==> src/rtl/hec_delineate.sv <==
// ATM cell delineation. The block hunts for a correct HEC byte by byte, confirms the
// cell grid over several aligned headers, then forwards cells with valid headers.
// Each forwarded cell carries a start-of-cell marker. hec_cal holds the header CRC.

// CRC-8 (x^8+x^2+x+1) over a 32-bit header, MSB first, with the 0x55 coset added.
module hec_cal (
    input  logic [31:0] hdr,
    output logic [7:0]  hec
);
    logic [7:0] crc [0:32];

    assign crc[0] = 8'h00;

    generate
        for (genvar gi = 0; gi < 32; gi++) begin : g_bit
            logic fb;
            assign fb         = crc[gi][7] ^ hdr[31-gi];
            assign crc[gi+1]  = {crc[gi][6:0], 1'b0} ^ (fb ? 8'h07 : 8'h00);
        end
    endgenerate

    assign hec = crc[32] ^ 8'h55;
endmodule

module hec_delineate #(
    parameter int CELL_BYTES = 53,
    parameter int DELTA      = 6,
    parameter int ALPHA      = 7,
    parameter bit DROP_IDLE  = 1'b1
) (
    input  logic       clk,
    input  logic       rst_n,
    input  logic       rx_valid,
    input  logic [7:0] rx_data,
    output logic       cell_valid,
    output logic [7:0] cell_data,
    output logic       cell_soc,
    output logic [1:0] sync_state,
    output logic       hec_err
);
    localparam int PW = $clog2(CELL_BYTES + 1);
    localparam int GW = $clog2(DELTA + 1);
    localparam int BW = $clog2(ALPHA + 1);

    typedef enum logic [1:0] {
        ST_HUNT    = 2'b00,
        ST_PRESYNC = 2'b01,
        ST_SYNC    = 2'b10
    } state_t;

    state_t          state_q, state_d;
    logic [4:0][7:0] sr_q, sr_d;
    logic [2:0]      fill_q, fill_d;
    logic [PW-1:0]   pos_q, pos_d;
    logic [PW-1:0]   emit_cnt_q, emit_cnt_d;
    logic [GW-1:0]   good_cnt_q, good_cnt_d;
    logic [BW-1:0]   bad_cnt_q, bad_cnt_d;
    logic            cell_valid_q, cell_valid_d;
    logic [7:0]      cell_data_q, cell_data_d;
    logic            cell_soc_q, cell_soc_d;
    logic            hec_err_q, hec_err_d;

    // The check looks at the register contents as they will be after this byte shifts in.
    logic [4:0][7:0] sr_shift;
    logic [31:0]     hdr;
    logic [7:0]      hec_calc;
    logic            ok;
    logic            do_check;
    logic            pass;

    assign sr_shift = {sr_q[3:0], rx_data};
    assign hdr      = sr_shift[4:1];
    assign ok       = (hec_calc == sr_shift[0]);

    hec_cal u_hec_cal (
        .hdr (hdr),
        .hec (hec_calc)
    );

    // Next-state logic: shift, check scheduling, hunt/presync/sync FSM and cell forwarding.
    always_comb begin
        state_d      = state_q;
        sr_d         = sr_q;
        fill_d       = fill_q;
        pos_d        = pos_q;
        emit_cnt_d   = emit_cnt_q;
        good_cnt_d   = good_cnt_q;
        bad_cnt_d    = bad_cnt_q;
        cell_valid_d = 1'b0;
        cell_data_d  = cell_data_q;
        cell_soc_d   = 1'b0;
        hec_err_d    = 1'b0;
        do_check     = 1'b0;
        pass         = 1'b0;

        if (rx_valid) begin
            sr_d   = sr_shift;
            fill_d = (fill_q == 3'd5) ? 3'd5 : fill_q + 3'd1;

            // Forward the byte leaving the register while a passed cell is still draining.
            if (state_q != ST_HUNT && emit_cnt_q != '0) begin
                cell_valid_d = 1'b1;
                cell_data_d  = sr_q[4];
                cell_soc_d   = (emit_cnt_q == PW'(CELL_BYTES));
                emit_cnt_d   = emit_cnt_q - 1'b1;
            end

            // Hunting checks every byte once the register is full; otherwise once per cell.
            if (state_q == ST_HUNT) begin
                do_check = (fill_q >= 3'd4);
            end else begin
                do_check = (pos_q == PW'(CELL_BYTES - 1));
            end
            pos_d = do_check ? '0 : pos_q + 1'b1;

            case (state_q)
                ST_HUNT: begin
                    pos_d      = '0;
                    emit_cnt_d = '0;
                    if (do_check && ok) begin
                        state_d    = ST_PRESYNC;
                        good_cnt_d = '0;
                    end
                end
                ST_PRESYNC: begin
                    if (do_check) begin
                        if (ok) begin
                            good_cnt_d = good_cnt_q + 1'b1;
                            if (good_cnt_q + 1'b1 == GW'(DELTA)) begin
                                state_d   = ST_SYNC;
                                bad_cnt_d = '0;
                            end
                        end else begin
                            state_d   = ST_HUNT;
                            fill_d    = 3'd0;
                            hec_err_d = 1'b1;
                        end
                    end
                end
                ST_SYNC: begin
                    if (do_check) begin
                        if (ok) begin
                            bad_cnt_d = '0;
                        end else begin
                            bad_cnt_d = bad_cnt_q + 1'b1;
                            hec_err_d = 1'b1;
                            if (bad_cnt_q + 1'b1 == BW'(ALPHA)) begin
                                state_d = ST_HUNT;
                                fill_d  = 3'd0;
                            end
                        end
                    end
                end
                default: state_d = ST_HUNT;
            endcase

            // A reload at a check overrides the final decrement of the previous cell.
            if (do_check) begin
                pass       = ok && (state_d == ST_SYNC) &&
                             !(DROP_IDLE && hdr == 32'h0000_0001);
                emit_cnt_d = pass ? PW'(CELL_BYTES) : '0;
            end
        end
    end

    // State and output registers; an asynchronous reset drops any partial cell.
    always_ff @(posedge clk or negedge rst_n) begin
        if (!rst_n) begin
            state_q      <= ST_HUNT;
            sr_q         <= '0;
            fill_q       <= '0;
            pos_q        <= '0;
            emit_cnt_q   <= '0;
            good_cnt_q   <= '0;
            bad_cnt_q    <= '0;
            cell_valid_q <= 1'b0;
            cell_data_q  <= '0;
            cell_soc_q   <= 1'b0;
            hec_err_q    <= 1'b0;
        end else begin
            state_q      <= state_d;
            sr_q         <= sr_d;
            fill_q       <= fill_d;
            pos_q        <= pos_d;
            emit_cnt_q   <= emit_cnt_d;
            good_cnt_q   <= good_cnt_d;
            bad_cnt_q    <= bad_cnt_d;
            cell_valid_q <= cell_valid_d;
            cell_data_q  <= cell_data_d;
            cell_soc_q   <= cell_soc_d;
            hec_err_q    <= hec_err_d;
        end
    end

    assign cell_valid = cell_valid_q;
    assign cell_data  = cell_data_q;
    assign cell_soc   = cell_soc_q;
    assign sync_state = state_q;
    assign hec_err    = hec_err_q;
endmodule

==> config.mk <==
export PLATFORM = sky130hd
export DESIGN_NAME = hec_delineate
export DESIGN_NICKNAME = d
export VERILOG_FILES = /design/src/rtl/hec_delineate.sv
export SDC_FILE = /design/constraint.sdc
export NUM_CORES = 1
export LEC_CHECK = 0
export ABC_AREA = 1
export CAP_MARGIN = 20
export CORE_ASPECT_RATIO = 0.8
export CORE_MARGIN = 3
export CORE_UTILIZATION = 50
export DETAILED_ROUTE_END_ITERATION = 8
export HOLD_SLACK_MARGIN = 0.06
export PLACE_DENSITY = 0.75
export SYNTH_ARGS = -nofsm -noshare
export SYNTH_HDL_FRONTEND = slang
export SYNTH_HIERARCHICAL = 1
export SYNTH_SLANG_ARGS = --single-unit
==> constraint.sdc <==
create_clock -name clk -period 4.2 [get_ports clk]
set_input_delay 0.42 -clock clk [delete_from_list [all_inputs] [get_ports clk]]
set_output_delay 0.42 -clock clk [all_outputs]
set_load 0.02 [all_outputs]
After elaboration in Yosys (flattened, before gate mapping). Index checks and enable logic that the tools add are counted.

Register bits: 74. Bits of input ports: 11. Output and inout port bits: 13. Word-level logic and storage cells: 189.

Add/subtract/negate cells: 5. Order comparisons: 1. Equal/unequal tests: 15. Muxes and demuxes: 74. Bitwise gates (word level): 63. Reduce and logical (&&, ||, !) cells: 16.

Operators with widths (count): $xor 8x8->8 (30); $mux 3 (46); $mux 6 (6); $eq 32x1->1 const B (1); $xor 1x1->1 (30); $pmux 3 s2 (3); $mux 2 (8); $eq 6x6->1 const B (2); $mux 1 (10); $add 3x1->3 const B (3); $eq 3x3->1 const B (3); $eq 8x8->1 (1); $ne 2x2->1 const B (4); $xor 8x3->8 (1); $add 6x1->6 const B (1); $pmux 2 s3 (1); $reduce_and 6->1 (1); $reduce_bool 2->1 (3); $reduce_bool 6->1 (1); $sub 6x1->6 const B (1); $reduce_and 5->1 (1); $eq 2x2->1 const B (2); $logic_and 1x1->1 (4); $not 4->4 (1); 9 further kinds (10).

Depth between registers and ports, before layout.
Word-level depth: 104. Gate-level depth with buffers: 39. Gate-level depth less buffers: 38.

Hierarchy. The synthesis kept the hierarchy.

By module, submodules not included: hec_delineate (instances 1, cells an instance 441, area each 3607.2 um^2, seq. area each 1851.8 um^2); hec_cal (instances 1, cells an instance 313, area each 1537.7 um^2, seq. area each 0.0 um^2).

Least setup slack after synthesis. Ideal clock, no wire load.

Path kind: register to register. Start: register sr_q (netlist bit hdr[29]). End: register emit_cnt_q[0]. Library setup time: 0.123 ns. Data arrival time: 3.036 ns. Data required time: 4.077 ns. Path slack: 1.041 ns. Stages on the path, launching flop included: 33. Path buffers: 1. Period minus slack after synthesis: 3.159 ns. Cells stage by stage: dfrtp_1 -> buf_6 -> inv_4 -> nand2_1 -> nand2_2 -> nand2_2 -> nand2_2 -> nand2_1 -> nand2_2 -> inv_1 -> nand2_2 -> nand2_4 -> nand2_4 -> nand2_4 -> nand2_2 -> nand2_2 -> or2_1 -> nand2_2 -> xnor2_2 -> xor2_1 -> inv_1 -> nand2_1 -> nand2_1 -> nor2_1 -> nand2_1 -> nor2_1 -> nand2_1 -> nand2_1 -> nand2_1 -> nor2_1 -> nor2_2 -> nand3_2 -> a21oi_1.

Elaborated cells on any way between the ends: 89. Classes of those cells: eq/ne (3); mux (30); bitwise (52); reduce/logical (4).

RTL lines: start, declared (line 52) `logic [4:0][7:0] sr_q, sr_d;`; start signal, assigned (line 182) `sr_q <= sr_d;`; $xor 1x1->1 (*) (line 17) `assign fb = crc[gi][7] ^ hdr[31-gi];`; $mux 3 (*) (line 18) `assign crc[gi+1] = {crc[gi][6:0], 1'b0} ^ (fb ? 8'h07 : 8'h00);`; $xor 8x8->8 (*) (6 in series) (line 18); $xor 1x1->1 or $xor 8x8->8 (tied branches) (line 17, 18); $mux 3, or another cell as far along (line 18); $xor 8x8->8 (*) (6 in series) (line 18); $xor 1x1->1 or $xor 8x8->8 (tied branches) (line 17, 18); $mux 3, or another cell as far along (line 18); [... 22 more ...]; net hec_calc[5] (line 66) `logic [7:0] hec_calc;`; [... 1 more ...]; $mux 2, or another cell as far along (line 142) `if (ok) begin`; $mux 2, on equally long branches (line 141, 120, 126); $pmux 2 s3 (line 116) `case (state_q)`; $mux 2 (line 96) `if (rx_valid) begin`; $eq 2x2->1 (line 159) `pass = ok && (state_d == ST_SYNC) &&`; $logic_and 1x1->1 (*) (2 in series) (line 159); $mux 6 (*) (line 161) `emit_cnt_d = pass ? PW'(CELL_BYTES) : '0;`; $mux 6 (*) (line 158) `if (do_check) begin`; end signal, assigned (line 185) `emit_cnt_q <= emit_cnt_d;`; end, declared (line 55) `logic [PW-1:0] emit_cnt_q, emit_cnt_d;`.

The timed path passes the listed nets; every way through them passes the cells marked *. The select of a mux whose other input is x is not followed. A chain may end at the register's enable or synchronous reset.

Final worst setup path.
Start: register sr_q (netlist bit hdr[27]). End: register emit_cnt_q[5].

Elaborated cells on any way between the ends: 83. Classes of those cells: eq/ne (3); mux (28); bitwise (48); reduce/logical (4).

RTL lines (line): $xor 1x1->1 (*) (17); $mux 3 (*) (18); $xor 8x8->8 (*) (6 in series) (18); $xor 1x1->1 or $xor 8x8->8 (tied branches) (17, 18); $mux 3, or another cell as far along (18); $xor 8x8->8 (*) (6 in series) (18); $xor 1x1->1 or $xor 8x8->8 (tied branches) (17, 18); $mux 3, or another cell as far along (18); [... 20 more ...]; net hec_calc[1] (66); [... 1 more ...]; $mux 2, or another cell as far along (142); $mux 2, on equally long branches (141, 120, 126); $pmux 2 s3 (116); $mux 2 (96); $eq 2x2->1 (159); $logic_and 1x1->1 (*) (2 in series) (159); $mux 6 (*) (161); $mux 6 (*) (158).

Marks and branches as above.

==> impl_metrics.env <==
export IMPL_rsz0062_at_grt="no"
export IMPL_p_leak_uw=0.00306
export IMPL_drt_total_wl_um=11500
export IMPL_power_uw=4870
export IMPL_start_util=0.522
export IMPL_r2r_start="hdr[27]"
export IMPL_synth_seq_area_share=0.360
export IMPL_regToRegSetupSlack_ns=0.40
export IMPL_timing_rr_end="emit_cnt_q[5]"
export IMPL_skew_ns=0.00952
export IMPL_wl_met3_um=674
export IMPL_io_pins=24
export IMPL_crit_top_cell="nand2_1"
export IMPL_setup_tns_ns=0
export IMPL_worst_pin_slew_ns=0.906
export IMPL_peakVddDrop_mv=0.644
export IMPL_syn_instance_count=754
export IMPL_grt_pass1_wl_um=19900
export IMPL_seqCellArea_mm2=0.00186
export IMPL_stdcell_count=920
export IMPL_worstSkewPairLatency_ns=0.33
export IMPL_multi_input_area_mm2=0.00282
export IMPL_max_freq_ghz=0.263
export IMPL_slowest_delay_ns=0.46
export IMPL_ys_ff_latch=74
export IMPL_finalHoldViolCount=0
export IMPL_area_growth_pct=14.1
export IMPL_start_kind="flip-flop"
export IMPL_p_int_uw=2490
export IMPL_cts_root_buffer="clkbuf_16"
export IMPL_syn_area_mm2=0.00514
export IMPL_crit_path_end_kind="flip-flop"
export IMPL_finalWorstPathRequiredPeriod_ns=3.80
export IMPL_finalMaxSlewViolations=0
export IMPL_vias=4703
export IMPL_fin_nets=803
export IMPL_setup_violations=0
export IMPL_core_area_mm2=0.00985
export IMPL_drtIter0Drc=325
export IMPL_seqPwrFrac=0.205
export IMPL_grt_max_degree=75
export IMPL_hpwlAfterDp_um=8420
export IMPL_setup_worst_path_class="reg2reg"
export IMPL_p_clk_frac=0.180
export IMPL_cts_sinks=74
export IMPL_place_gp_congestion=0.843
export IMPL_routed_top_layer="met4"
export IMPL_cp_max_fo=7
export IMPL_insertedDiodeCount=0
export IMPL_cts_tree="yes"
export IMPL_reg2regPathDepth=31
export IMPL_wl_met1_um=5360
export IMPL_avgSynthCellArea_um2=6.82
export IMPL_row_count=32
export IMPL_die_w_um=119
export IMPL_period_share=0.904
export IMPL_layout_drive_gt1_share=0.138
export IMPL_cts_buffer_depth=2
export IMPL_overflow=0
export IMPL_clk_pin_slew_ns=0.06
export IMPL_outcome="finished, final reports clean"
export IMPL_synth_top_area_frac=0.360
export IMPL_grt_pass1_vias=4401
export IMPL_worst_endpoint_arrival_ns=4.05
export IMPL_numCtsBuffers=9
export IMPL_yosys_warnings=6
export IMPL_slew_headroom=0.396
export IMPL_synthTopCellsByArea="dfrtp_1 (36%), nand2_1 (21%), inv_1 (6.6%)"
export IMPL_vias_per_cell=5.11
export IMPL_powerDensity_mw_per_mm2=829
export IMPL_swShare=0.489
export IMPL_postRouteAntennaNets=0
export IMPL_drc=0
export IMPL_placed_cells=901
export IMPL_p_switching_uw=2380
export IMPL_syn_num_nets=778
export IMPL_synthArstFlopShare=1.00
export IMPL_htree_levels=3
export IMPL_synthFlopType="dfrtp_1"
export IMPL_die_area_mm2=0.0116
export IMPL_first_pass_iters=5
export IMPL_max_cap_violations=0
export IMPL_dieHeight_um=96.7
export IMPL_min_path_type="in2async"
export IMPL_yosys_area_top_type="dfrtp_1"
export IMPL_comb_power_share=0.615
export IMPL_fill_cells=900
export IMPL_wire_per_inst_um=12.5
export IMPL_cp_required_ns=4.45
export IMPL_cp_slowest_cell="dfrtp_2"
export IMPL_synth_edf_count=0
export IMPL_track_usage=0.206
export IMPL_wl_met2_um=5330
export IMPL_antenna_found_initial=0
export IMPL_port_buffers=23
export IMPL_synthDistinctLibCells=37
-- registers in the layout, summed over array words and instances, names as in the netlist --
| signal | count |
|---|---|
| sync_state | 2 |
| cell_data | 8 |
| pos_q | 6 |
| bad_cnt_q | 3 |
| hec_err | 1 |
| fill_q | 3 |
| cell_soc | 1 |
| sr_q | 8 |
| cell_valid | 1 |
| good_cnt_q | 3 |
| emit_cnt_q | 6 |
| hdr | 32 |
-- power groups by stage --
stage,clock network (µW),registers (µW),logic [µW]
after floorplan,0,1020,2280
after global placement,0,1000,2820
after detailed placement,0,1010,2910
after CTS,892,996,2930
after global routing,919,1020,3410
final,875,1000,2990
-- kinds of logic after synthesis --
kind of cell,after synthesis,synth area share
xor gates and xnor gates,26,0.0513
AOI/OAI and AO/OA,69,0.0691
adders and majority gates,13,0.0316
and+or+nand+nor,446,0.394
buffers and inverters,126,0.0944
DFF,74,0.360
-- timing repair --
item                                    CTS  global route
hold buffers                              0             0
gates resized for setup                   0             8
buffers inserted                          0             3
endpoints found under the setup margin    0            13
-- Yosys cell counts, types with 2 or more instances --
cell      count
dfrtp_1      74
xor2_1       13
inv_1        91
nor4_1        8
xor2_2        2
nand3_1      48
nand2_4       8
a21oi_1       7
clkbuf_1      6
nor2_1       32
nand2_1     290
nand3b_1      5
nand2_2      32
nor2_2        3
or2_1         2
inv_2        21
nor2_4        5
buf_1         4
xnor2_1       9
nand3_2       3
ha_1         13
nand4_1       6
o21ai_0      58
-- worst max-delay path by stage --
stage                          to  slack (ns)  cells past startpoint  startpoint
floorplan           emit_cnt_q[0]        1.04                     32     hdr[29]
global placement    emit_cnt_q[4]        0.49                     32     hdr[29]
global route        emit_cnt_q[5]       0.008                     36     hdr[27]
CTS                 emit_cnt_q[5]        0.32                     29     hdr[29]
detailed placement  emit_cnt_q[5]        0.40                     31     hdr[29]
finish              emit_cnt_q[5]        0.40                     31     hdr[27]
-- final cells by class --
cell class | instances | area share
clock buffers | 9 | 0.0384
clock inverters | 7 | 0.0198
inverters | 113 | 0.0727
multi-input cells | 554 | 0.480
flip-flops and latches | 74 | 0.317
well taps | 136 | 0.0290
repair buffers | 27 | 0.0431
-- per-layer routing --
metal / vias up / GRT usage
li1: 2384 / -
met1: 2199 / 0.291
met2: 106 / 0.329
met3: 14 / 0.0374
met4: 0 / 0.0493
met5: - / 0
-- critical path, delay by kind of cell, from the launching register on --
kind                   cells  cell delay (ns)
flip-flops                 1             0.46
AO/OA/AOI/OAI              2             0.23
XOR/XNOR                   1             0.26
buffers and inverters      3             0.25
AND/OR/NAND/NOR           25             2.50
-- stage by stage --
stage | setup slack, ns | cell area (µm²) | hold WS, ns | utilization
final | 0.404 | 5870 | 0.221 | 0.596
after global routing | 0.00811 | 5870 | 0.300 | 0.596
after CTS | 0.321 | 5830 | 0.262 | 0.592
after detailed placement | 0.397 | 5490 | 0.477 | 0.557
after global placement | 0.490 | 5490 | 0.466 | 0.557
after floorplan | 1.04 | 5140 | 0.124 | -
-- cells in the final DEF, fill, tap and decap left out, types with 5 or more instances in the layout --
cell type / synthesis / routed
clkdlybuf4s50_1: 0 / 21
o21ai_0: 58 / 58
nand2_1: 290 / 290
ha_1: 13 / 13
clkbuf_16: 0 / 9
dfrtp_1: 74 / 68
nand3_1: 48 / 48
nor2_1: 32 / 31
nand2_4: 8 / 8
xnor2_1: 9 / 9
nor2_4: 5 / 5
inv_2: 21 / 21
nand2_2: 32 / 32
nor4_1: 8 / 8
dfrtp_2: 0 / 6
nand3b_1: 5 / 5
buf_4: 0 / 5
nand4_1: 6 / 6
a21oi_1: 7 / 7
xor2_1: 13 / 12
inv_1: 91 / 91
(Power assumes the default switching activity.)
